[src/rtl/multicycle_controller.sv]
// Multi-cycle control FSM: fetch/decode/exec/mem/writeback over one memory port, NZCV flags, retire count.
// Each instruction takes 2-5 states plus memory wait cycles; mem_req is held until mem_ready or the timeout fault.
module multicycle_controller #(
  parameter int INSTR_W = 16,
  parameter int CNT_W   = 16,
  parameter int MEM_TO  = 15
) (
  input  logic               clk,
  input  logic               reset,
  input  logic [INSTR_W-1:0] instr,
  input  logic [3:0]         alu_flags,
  input  logic               mem_ready,
  output logic               mem_req,
  output logic               mem_we,
  output logic               ir_write,
  output logic               pc_write,
  output logic               pc_src,
  output logic               reg_write,
  output logic               imm_src,
  output logic               mem_to_reg,
  output logic [3:0]         alu_control,
  output logic [3:0]         flags,
  output logic [CNT_W-1:0]   retired,
  output logic               fault
);

  localparam int TW = (MEM_TO < 2) ? 1 : $clog2(MEM_TO + 1);
  localparam logic [TW-1:0] TO_V = TW'(MEM_TO);

  typedef enum logic [3:0] {
    S_FETCH, S_DECODE, S_EXEC, S_ALUWB, S_ADDR,
    S_MEMRD, S_MEMWB, S_MEMWR, S_BRANCH, S_FAULT
  } state_t;

  state_t            state_q, state_d;
  logic [3:0]        flags_q, smp_q;
  logic [CNT_W-1:0]  retired_q;
  logic              fault_q;
  logic [TW-1:0]     timer_q;

  logic [3:0] cond, funct;
  logic [1:0] op;
  logic       sbit;
  assign cond  = instr[INSTR_W-1 -: 4];
  assign op    = instr[INSTR_W-5 -: 2];
  assign funct = instr[INSTR_W-7 -: 4];
  assign sbit  = instr[INSTR_W-11];

  generate
    if (INSTR_W > 11) begin : g_low_bits
      logic unused_low;
      assign unused_low = ^instr[INSTR_W-12:0];
    end
  endgenerate

  logic n_f, z_f, c_f, v_f, cond_pass;
  assign {n_f, z_f, c_f, v_f} = flags_q;

  always_comb begin
    cond_pass = 1'b0;
    case (cond)
      4'h0: cond_pass = z_f;
      4'h1: cond_pass = !z_f;
      4'h2: cond_pass = c_f;
      4'h3: cond_pass = !c_f;
      4'h4: cond_pass = n_f;
      4'h5: cond_pass = !n_f;
      4'h6: cond_pass = v_f;
      4'h7: cond_pass = !v_f;
      4'h8: cond_pass = c_f && !z_f;
      4'h9: cond_pass = !c_f || z_f;
      4'hA: cond_pass = (n_f == v_f);
      4'hB: cond_pass = (n_f != v_f);
      4'hC: cond_pass = !z_f && (n_f == v_f);
      4'hD: cond_pass = z_f || (n_f != v_f);
      4'hE: cond_pass = 1'b1;
      default: cond_pass = 1'b0;
    endcase
  end

  // A transfer on the cycle the timer reaches MEM_TO still wins over the fault.
  logic time_up;
  assign time_up = (MEM_TO != 0) && (timer_q == TO_V);

  logic req, we, irw, pcw, pcs, rw, imm, mtr, retire, set_flags;
  logic [3:0] aluc;

  always_comb begin
    state_d   = state_q;
    req       = 1'b0;
    we        = 1'b0;
    irw       = 1'b0;
    pcw       = 1'b0;
    pcs       = 1'b0;
    rw        = 1'b0;
    imm       = 1'b0;
    mtr       = 1'b0;
    aluc      = 4'h0;
    retire    = 1'b0;
    set_flags = 1'b0;
    case (state_q)
      S_FETCH: begin
        req = 1'b1;
        if (mem_ready) begin
          irw     = 1'b1;
          pcw     = 1'b1;
          state_d = S_DECODE;
        end else if (time_up) begin
          state_d = S_FAULT;
        end
      end
      S_DECODE: begin
        if (!cond_pass) begin
          retire  = 1'b1;
          state_d = S_FETCH;
        end else begin
          case (op)
            2'b10:   state_d = S_ADDR;
            2'b11:   state_d = S_BRANCH;
            default: state_d = S_EXEC;
          endcase
        end
      end
      S_EXEC: begin
        aluc    = funct;
        imm     = op[0];
        state_d = S_ALUWB;
      end
      S_ALUWB: begin
        rw        = (funct != 4'hA);
        set_flags = sbit;
        retire    = 1'b1;
        state_d   = S_FETCH;
      end
      S_ADDR: begin
        imm     = 1'b1;
        state_d = sbit ? S_MEMRD : S_MEMWR;
      end
      S_MEMRD: begin
        req = 1'b1;
        if (mem_ready)    state_d = S_MEMWB;
        else if (time_up) state_d = S_FAULT;
      end
      S_MEMWB: begin
        rw      = 1'b1;
        mtr     = 1'b1;
        retire  = 1'b1;
        state_d = S_FETCH;
      end
      S_MEMWR: begin
        req = 1'b1;
        we  = 1'b1;
        if (mem_ready) begin
          retire  = 1'b1;
          state_d = S_FETCH;
        end else if (time_up) begin
          state_d = S_FAULT;
        end
      end
      S_BRANCH: begin
        pcw     = 1'b1;
        pcs     = 1'b1;
        retire  = 1'b1;
        state_d = S_FETCH;
      end
      S_FAULT: state_d = S_FAULT;
      default: state_d = S_FETCH;
    endcase
  end

  always_ff @(posedge clk or negedge reset) begin
    if (!reset) begin
      state_q   <= S_FETCH;
      flags_q   <= 4'h0;
      smp_q     <= 4'h0;
      retired_q <= '0;
      fault_q   <= 1'b0;
      timer_q   <= '0;
    end else begin
      state_q <= state_d;
      if (state_d != state_q)    timer_q <= '0;
      else if (req && !mem_ready) timer_q <= timer_q + TW'(1);
      if (state_q == S_EXEC)     smp_q <= alu_flags;
      if (set_flags)             flags_q <= smp_q;
      if (retire)                retired_q <= retired_q + CNT_W'(1);
      if (state_d == S_FAULT)    fault_q <= 1'b1;
    end
  end

  // Gating with reset drops the strobes the moment reset asserts, not at the next edge.
  assign mem_req     = reset & req;
  assign mem_we      = reset & we;
  assign ir_write    = reset & irw;
  assign pc_write    = reset & pcw;
  assign pc_src      = reset & pcs;
  assign reg_write   = reset & rw;
  assign imm_src     = reset & imm;
  assign mem_to_reg  = reset & mtr;
  assign alu_control = reset ? aluc : 4'h0;
  assign flags       = flags_q;
  assign retired     = retired_q;
  assign fault       = fault_q;

endmodule
[config.mk]
export PLATFORM = sky130hd
export DESIGN_NAME = multicycle_controller
export DESIGN_NICKNAME = d
export VERILOG_FILES = /design/src/rtl/multicycle_controller.sv
export SDC_FILE = /design/constraint.sdc
export NUM_CORES = 1
export LEC_CHECK = 0
export BUFFER_PORTS_ARGS = -buffer_cell sky130_fd_sc_hd__buf_2
export CAP_MARGIN = 20
export CELL_PAD_IN_SITES_DETAIL_PLACEMENT = 2
export CELL_PAD_IN_SITES_GLOBAL_PLACEMENT = 2
export CORE_UTILIZATION = 28
export DETAILED_ROUTE_END_ITERATION = 6
export PLACE_DENSITY = 0.86
export SLEW_MARGIN = 20
export SYNTH_ARGS = -nofsm -noshare
export SYNTH_HDL_FRONTEND = slang
export SYNTH_SLANG_ARGS = --single-unit
export TNS_END_PERCENT = 10
[constraint.sdc]
create_clock -name clk -period 2.39 [get_ports clk]
set_clock_uncertainty 0.15 [all_clocks]
set_input_delay 0.1195 -clock clk [delete_from_list [all_inputs] [get_ports clk]]
set_output_delay 0.1195 -clock clk [all_outputs]
set_load 0.03 [all_outputs]
==> results of run 1 <==
layer usage:
metal  vias up  share of wire (%)  GRT usage, %
met5         -                  0             0
li1        880                  -             -
met4         0               0.72          4.47
met2        39                 53          32.7
met3         4                3.4          3.03
met1       950                 43          22.1
flip-flops by register name (all words and copies together), names as in the netlist:
register / count
retired: 16
flags: 4
smp_q: 4
state_q: 4
timer_q: 4
fault: 1
cell type report:
type | count | area [sq um]
fillers | 787 | 4170
multi-input cells | 160 | 1220
flip-flops and latches | 33 | 827
repair buffers | 73 | 460
well taps | 96 | 120
clock buffers | 5 | 68.8
inverters | 7 | 26.3
clock inverters | 3 | 17.5
critical path, cell delays in order (launching register included):
cell	delay (ns)
dfrtp_2	0.42
and4bb_1	0.22
a22oi_1	0.19
nand2_1	0.11
a221oi_4	0.35
a41oi_4	0.26
buf_12	0.20
nor4_4	0.23
xor2_1	0.16
cells by family (layout without fill, tap and decap cells):
kind of cell	count (synthesis)	in the layout	synth area share (%)
mux	12	12	6.44
compound gates	28	29	10.4
simple gates	97	97	27.9
fa+ha+maj	2	2	1.23
buf+inv	16	88	4.97
xor+xnor	20	20	8.59
flops	33	33	40.5
layout by cell type (no fill, tap or decap), types with 7 or more instances in the layout:
| master | n |
|---|---|
| nand3_1 | 9 |
| buf_4 | 13 |
| mux2_2 | 9 |
| dlygate4sd3_1 | 7 |
| nand2_1 | 20 |
| inv_1 | 7 |
| nor2_1 | 17 |
| nor3_1 | 8 |
| xor2_1 | 13 |
| dfrtp_1 | 32 |
| a21oi_1 | 9 |
| buf_2 | 50 |
final timing paths:
path | slack (ns) | endpoint | start
setup reg to reg | 0.03 | retired[5]$_DFFE_PN0P_ | flags[3]$_DFFE_PN0P_
min in group clk | 0.16 | state_q[0]$_DFF_PN0_ | mem_ready
setup / recovery | 0.03 | retired[5]$_DFFE_PN0P_ | flags[3]$_DFFE_PN0P_
hold / removal | 0.1 | timer_q[2]$_DFFE_PN0P_ | reset
max in group asynchronous | 1.30 | flags[3]$_DFFE_PN0P_ | reset
hold reg to reg | 0.31 | retired[15]$_DFFE_PN0P_ | retired[15]$_DFFE_PN0P_
power by group:
group | internal (mW) | switching (mW)
clock | 0.201 | 0.227
combinational | 0.715 | 1.12
sequential | 0.743 | 0.205
stage by stage:
step	instances	power, mW	cell area (sq um)
2_1_floorplan	208	2.04	2040
3_3_place_gp	358	2.48	2450
3_5_place_dp	358	2.58	2450
4_1_cts	375	3.11	2650
5_1_grt	377	3.43	2740
6_report	377	3.21	2740
what timing repair did:
item / in CTS / in global routing
resized for setup: 5 / 12
buffers inserted: 1 / 2
hold buffers: 7 / 0
gates cloned: 1 / 0
endpoints found under the setup margin: 10 / 12
pin swaps: 5 / 12
hold endpoints to repair: 38 / 0
==> impl_metrics.yaml, run 1 <==
clocking:
  cts_buffer_depth: 2
  clock_latency_ns: 0.29
  cts_root_buffer: "clkbuf_8"
  clk_pin_slew_worst_paths_ns: 0.07
  cts_sinks: 33
  cts_tree: "built"
  htree_levels: 2
  numCtsBuffers: 5
routing:
  post-route-drc-count: 0
  detail-route-antenna-nets: 0
  vias_per_cell: 4.97
  wl_per_cell_microns: 17.0
  drt-pass1-iter-count: 4
  drtIter0Drc: 79
  via_count: 1873
  drt-total-wl_mm: 6.42
synth:
  syn_area_sq_um: 2040
  synthFlopType: "dfrtp_1"
  synth_seq_area_share_pct: 40.5
  synth_common_cells: "dfrtp_1, nand2_1, nor2_1"
  syn_area_per_cell_sq_um: 9.81
  synth.top_cell.area_share_pct: 40.5
  yosys_warnings: 0
  yosysMostFrequentCell: "dfrtp_1"
  ys_types: 47
  synth_edf_count: 0
  ys_ff_latch: 33
  synthArstFlopShare_pct: 100
  yosys.area.top_type: "dfrtp_1"
  syn-num-nets: 233
  yosys-top-cells-area: "dfrtp_1, xor2_1, mux2_2, nand2_1, nor2_1"
  postSynthCellCount: 208
floorplanning:
  rows: 30
  die_x_microns: 87.3
  ios: 56
  initial_core_util_pct: 29.5
  core_area_sq_um: 6910
  fp.dieH_microns: 87.3
  die-area_sq_um: 7630
timing:
  max_slew_margin_pct: 58.5
  period_minus_slack_ns: 2.36
  worst_slack_ns: 0.0253
  setup_violations: 0
  hold_viol: 0
  fin_crit_sh_pct: 98.9
  holdWs_ns: 0.0970
  tns_ns: 0
  slew_violations: 0
  worstMarginPinSlew_ns: 0.617
  rsz0062_at_grt: "yes"
  max_freq_ghz: 0.423
layout:
  fin_util_pct: 39.7
  area_delta_synth_final_pct: 34.4
  drive_above_1_share_pct: 38.1
  nets: 305
  antennaDiodeCount: 0
worst_setup_path:
  crit_required_ns: 2.46
  ff2ff_path_depth: 8
  crit_fanout: 6
  path_class: "reg2reg"
  cp-start-kind: "flop"
  critPathCaptureType: "flop"
  critical_path_arrival_ns: 2.43
min_path:
  hold_class: "in2async"
placement:
  numPortBuffers: 50
  hpwl_mm: 4.55
  place_congestion: 0.723
  pre_cts_ws_ns: -0.0996
global_route:
  grt_use_total_pct: 18.0
  grt_max_degree: 27
  grt_pass1_wl_mm: 10.6
  gr-total-overflow: 0
  antenna_found_initial: 0
  grt_pass1_vias: 2092
status:
  status: "finished clean"
pwr:
  power_density_nw_per_um2: 1170
  vdd_drop_max_mv: 0.518
  leakage_nw: 1.22
job:
  drv_cap: 0
Power figures use the tool's default switching activity.
==> run 2: changes to the inputs <==
==> constraint.sdc (replaced) <==
create_clock -name clk -period 2.39 [get_ports clk]
set_clock_uncertainty 0.15 [all_clocks]
set_input_delay 0 -clock clk [delete_from_list [all_inputs] [get_ports clk]]
set_output_delay 0 -clock clk [all_outputs]
set_load 0.03 [all_outputs]
==> impl_metrics.yaml, run 2 (synthesized netlist as in run 1, its figures left out) <==
clocking:
  numCtsBuffers: 5
  clk_pin_slew_worst_paths_ns: 0.07
  cts_tree: "built"
  cts_buffer_depth: 2
  cts_root_buffer: "clkbuf_8"
  htree_levels: 2
  clock_latency_ns: 0.29
  cts_sinks: 33
worst_setup_path:
  path_class: "reg2reg"
  crit_required_ns: 2.45
  crit_fanout: 6
  critical_path_arrival_ns: 2.49
  cp-start-kind: "flop"
  critPathMaxStageDelay_ns: 0.45
  crit_path_cell_trace: "and3b_2, o211ai_1, nand4_1, a221oi_4, a41oi_4, buf_4, nor3_2, xor2_1"
  crit_slowest_cell: "dfrtp_2"
  critPathCaptureType: "flop"
layout:
  fillers: 807
  seqCellArea_sq_um: 827
  multi_input_area_sq_um: 1160
  fin_util_pct: 39.1
  layout_commonest_cell: "buf_2"
  nets: 304
  drive_above_1_share_pct: 36.4
  antennaDiodeCount: 0
  area_delta_synth_final_pct: 32.4
  largest_reg_flops: 16
  most-common-layout-cells: "buf_2, dfrtp_1, nand2_1"
timing:
  fin_crit_sh_pct: 102
  slew_violations: 0
  setup_violations: 6
  hold_viol: 0
  worstMarginPinSlew_ns: 0.692
  max_slew_margin_pct: 53.7
  holdWs_ns: 0.0174
  rsz0062_at_grt: "yes"
  worst_slack_ns: -0.0467
  max_freq_ghz: 0.410
  period_minus_slack_ns: 2.44
routing:
  detail-route-antenna-nets: 0
  drt-total-wl_mm: 6.36
  post-route-drc-count: 0
  drtIter0Drc: 39
  via_count: 1858
  drt-pass1-iter-count: 4
  wl_per_cell_microns: 16.9
  vias_per_cell: 4.94
min_path:
  hold_class: "in2async"
pwr:
  leakage_nw: 1.19
  vdd_drop_max_mv: 0.774
  power_density_nw_per_um2: 1200
  total_power_mw: 3.23
floorplanning:
  initial_core_util_pct: 29.5
  die-area_sq_um: 7630
  rows: 30
  core_area_sq_um: 6910
  die_x_microns: 87.3
  ios: 56
  fp.dieH_microns: 87.3
global_route:
  grt_max_degree: 23
  grt_use_total_pct: 17.1
  grt_pass1_wl_mm: 10.0
  grt_pass1_vias: 2003
  gr-total-overflow: 0
  antenna_found_initial: 0
job:
  drv_cap: 0
placement:
  place_congestion: 0.759
  numPortBuffers: 50
  hpwl_mm: 4.54
status:
  violations: "setup timing"
  status: "finished with violations"
run 2: cell count changes in the layout (fill, tap and decap cells not counted), sizes merged:
cell | before | now
bufinv | 0 | 1
buf | 66 | 65
clkbuf | 5 | 6
clkinv | 2 | 0
run 2: cell type report:
type,count,share of cell area (%)
multi-input cells,160,43.0
flip-flops and latches,33,30.6
inverters,7,0.973
clock inverters,2,1.39
well taps,96,4.45
repair buffers,72,16.5
clock buffers,6,3.06
run 2: power breakdown:
part / internal (mW) / switching, mW
Clock: 0.339 / 0.224
Sequential: 0.743 / 0.194
Combinational: 0.666 / 1.06
run 2: timing repair:
item | 4_1_cts | 5_1_grt
endpoints found under the setup margin | 6 | 15
hold buffers | 7 | 0
setup buffers | 0 | 1
gates resized for setup | 1 | 4
cloned | 0 | 1
hold endpoints to repair | 40 | 0
pin swaps | 4 | 3
run 2: per-layer routing:
layer  track usage (%)  wire, microns  vias to the layer above
li1                  -              -                      879
met1              21.3           2860                      933
met5                 0              0                        -
met3              3.13            216                        8
met2              30.3           3200                       38
met4              4.62             77                        0
run 2: path summary, 6_finish.rpt:
check                                             from                endpoint  slack, ns  cells after the start
worst max-delay path              flags[3]$_DFFE_PN0P_  retired[8]$_DFFE_PN0P_      -0.05                      8
worst min-delay path                             reset    state_q[2]$_DFF_PN0_       0.02                      2
worst max register to register    flags[3]$_DFFE_PN0P_  retired[8]$_DFFE_PN0P_      -0.05                      8
worst min register to register  retired[6]$_DFFE_PN0P_  retired[6]$_DFFE_PN0P_       0.33                      1
max in group asynchronous                        reset  retired[8]$_DFFE_PN0P_       1.41                      3
min in group clk                             mem_ready    state_q[0]$_DFF_PN0_       0.05                      4
run 2: critical path, delay by kind of cell, from the launching register on:
| family | cells | cell delay (ns) |
|---|---|---|
| AO/OA/AOI/OAI | 3 | 0.77 |
| flip-flops | 1 | 0.45 |
| AND/OR/NAND/NOR | 3 | 0.59 |
| buffers and inverters | 1 | 0.23 |
| XOR/XNOR | 1 | 0.17 |
run 2: per-stage QoR:
stage | cells | setup WS (ns) | instance area [sq um] | setup TNS [ns]
3_5_place_dp | 359 | -0.0204 | 2450 | -0.0696
4_1_cts | 374 | -0.0259 | 2660 | -0.0897
5_1_grt | 376 | -0.180 | 2700 | -2.09
3_3_place_gp | 359 | 0.0566 | 2450 | 0
2_1_floorplan | 208 | 0.0128 | 2040 | 0
6_report | 376 | -0.0467 | 2700 | -0.185
==> run 3: changes to the inputs <==
--- a/config.mk
+++ b/config.mk
@@ -5,13 +5,15 @@
 export SDC_FILE = /design/constraint.sdc
 export NUM_CORES = 1
 export LEC_CHECK = 0
+export ABC_AREA = 1
 export BUFFER_PORTS_ARGS = -buffer_cell sky130_fd_sc_hd__buf_2
 export CAP_MARGIN = 20
 export CELL_PAD_IN_SITES_DETAIL_PLACEMENT = 2
 export CELL_PAD_IN_SITES_GLOBAL_PLACEMENT = 2
-export CORE_UTILIZATION = 28
+export CORE_UTILIZATION = 26
 export DETAILED_ROUTE_END_ITERATION = 6
-export PLACE_DENSITY = 0.86
+export PLACE_DENSITY = 0.87
+export SKIP_CTS_REPAIR_TIMING = 1
 export SLEW_MARGIN = 20
 export SYNTH_ARGS = -nofsm -noshare
 export SYNTH_HDL_FRONTEND = slang
==> impl_metrics.yaml, run 3 <==
routing:
  detail-route-antenna-nets: 0
  post-route-drc-count: 0
  drt-pass1-iter-count: 4
  drtIter0Drc: 85
  via_count: 2222
  vias_per_cell: 4.78
  drt-total-wl_mm: 7.35
  wl_per_cell_microns: 15.8
timing:
  slew_violations: 0
  worstMarginPinSlew_ns: 0.445
  rsz0062_at_grt: "no"
  setup_violations: 0
  worst_slack_ns: 0.400
  max_freq_ghz: 0.502
  tns_ns: 0
  max_slew_margin_pct: 70.3
  hold_viol: 0
  period_minus_slack_ns: 1.99
  fin_crit_sh_pct: 83.3
worst_setup_path:
  crit_start: "flags[0]$_DFFE_PN0P_"
  rr_startpoint: "flags[0]$_DFFE_PN0P_"
  cp-start-kind: "flop"
  crit_fanout: 24
  crit_required_ns: 2.42
  r2r-end: "retired[3]$_DFFE_PN0P_"
  reg2reg_slack_ns: 0.40
  path_class: "reg2reg"
  ff2ff_path_depth: 11
  critPathCaptureType: "flop"
  critical_path_arrival_ns: 2.02
synth:
  synth_top_family_by_area: "simple AND/OR/NAND/NOR gates"
  syn_area_per_cell_sq_um: 7.21
  yosys_warnings: 0
  synthFlopType: "dfrtp_1"
  synthArstFlopShare_pct: 100
  synth_compound_area_share_pct: 6.54
  synth_common_cells: "nand2_1, inv_1, dfrtp_1"
  yosys-top-cells-area: "dfrtp_1, nand2_1, inv_1, xor2_1, nand3_1"
  synth-simple-area-share_pct: 35.6
  synth-xor-area-share_pct: 7.63
  ys_types: 30
  synth_mux_area_share_pct: 0.983
  postSynthCellCount: 300
  yosysMostFrequentCell: "nand2_1"
  syn_area_sq_um: 2160
  yosys.area.top_type: "dfrtp_1"
  synth-adder-area-share_pct: 1.16
  syn-num-nets: 325
  synth_seq_area_share_pct: 38.2
  ys_ff_latch: 33
  synth.top_cell.area_share_pct: 38.2
  synth_edf_count: 0
layout:
  drive_above_1_share_pct: 23.7
  largest_reg_flops: 16
  fin_area_sq_um: 2670
  layout_commonest_cell: "nand2_1"
  fin_util_pct: 33.9
  antennaDiodeCount: 0
  fillers: 948
  most-common-layout-cells: "nand2_1, buf_2, inv_1"
  nets: 387
  area_delta_synth_final_pct: 23.6
min_path:
  hold_end: "retired[13]$_DFFE_PN0P_"
  hold_path.startpoint: "mem_ready"
  min_path_cells: 4
  hold_class: "in2reg"
floorplanning:
  fp.dieH_microns: 93.2
  die_x_microns: 93.2
  initial_core_util_pct: 27.4
  core_area_sq_um: 7890
  ios: 56
  rows: 32
  die-area_sq_um: 8690
clocking:
  htree_levels: 2
  cts_tree: "built"
  clock_latency_ns: 0.30
  cts_sinks: 33
  clk_pin_slew_worst_paths_ns: 0.08
  cts_root_buffer: "clkbuf_8"
  cts_buffer_depth: 2
  numCtsBuffers: 5
placement:
  placed_cell_area_sq_um: 2520
  hpwl_mm: 5.86
  place_congestion: 0.804
  pre_cts_ws_ns: 0.390
  numPortBuffers: 50
pwr:
  power_density_nw_per_um2: 1140
  leakage_nw: 1.45
  vdd_drop_max_mv: 0.522
global_route:
  grt_pass1_vias: 2453
  grt_pass1_wl_mm: 12.1
  antenna_found_initial: 0
  gr-total-overflow: 0
  grt_use_total_pct: 18.0
  grt_max_degree: 34
status:
  status: "finished clean"
job:
  drv_cap: 0
-- run 3: changes by cell type after synthesis, sizes merged, moves of 6 or more --
cell | previous run | this run
inv | 7 | 50
xnor2 | 6 | 0
nand3 | 9 | 26
nor2 | 20 | 33
mux2 | 9 | 1
nand2 | 20 | 85
-- run 3: area by class of cell --
class / instances / area [sq um] / area share (%)
Multi-Input combinational cell: 214 / 1120 / 42.0
Inverter: 50 / 188 / 7.02
Clock buffer: 6 / 72.6 / 2.71
Sequential cell: 33 / 826 / 30.9
Tap cell: 102 / 128 / 4.77
Clock inverter: 2 / 10.0 / 0.374
Timing Repair Buffer: 58 / 328 / 12.3
-- run 3: worst max-delay path, cell delays in order, from the launching register on --
cell and delay (ns):
dfrtp_1 0.41, inv_1 0.12, nand2_1 0.08, nand2_1 0.10, nand2_1 0.08, nand2_1 0.06, nand2_1 0.05, nand2_1 0.09
nand4_2 0.17, nand2_4 0.28, nand2_1 0.12, xor2_1 0.16
-- run 3: worst max path at each step --
stage | end | depth (start not counted)
floorplan | retired[6]$_DFFE_PN0P_ | 11
global placement | retired[3]$_DFFE_PN0P_ | 11
detailed placement | retired[3]$_DFFE_PN0P_ | 11
CTS | retired[3]$_DFFE_PN0P_ | 11
global route | timer_q[1]$_DFFE_PN0P_ | 11
finish | retired[3]$_DFFE_PN0P_ | 11
-- run 3: cell families after synthesis --
group / after synthesis
simple gates: 169
compound gates: 23
mux: 2
xor+xnor: 18
buf+inv: 53
flops: 33
fa+ha+maj: 2
-- run 3: through the flow --
stage                     cells  power (mW)  hold slack, ns
after floorplan             300        2.15          -0.446
after global placement      450        2.50        -0.00164
after detailed placement    450        2.62       -0.000976
after CTS                   458        3.07          -0.330
after global routing        465        3.29         0.00481
final                       465        3.04          0.0127
-- run 3: power breakdown --
| group | internal (mW) | switching, mW | total [mW] |
|---|---|---|---|
| combinational | 0.467 | 1.20 | 1.67 |
| clock | 0.202 | 0.216 | 0.418 |
| sequential | 0.749 | 0.199 | 0.948 |
-- run 3: layer usage --
| layer | routed length, microns | share of wire, % | vias to the layer above | track usage (%) |
|---|---|---|---|---|
| li1 | - | - | 1062 | - |
| met1 | 3020 | 41 | 1101 | 21.0 |
| met2 | 3970 | 54 | 47 | 32.7 |
| met3 | 209 | 2.8 | 12 | 3.58 |
| met4 | 153 | 2.1 | 0 | 5.90 |
| met5 | 0 | 0 | - | 0 |
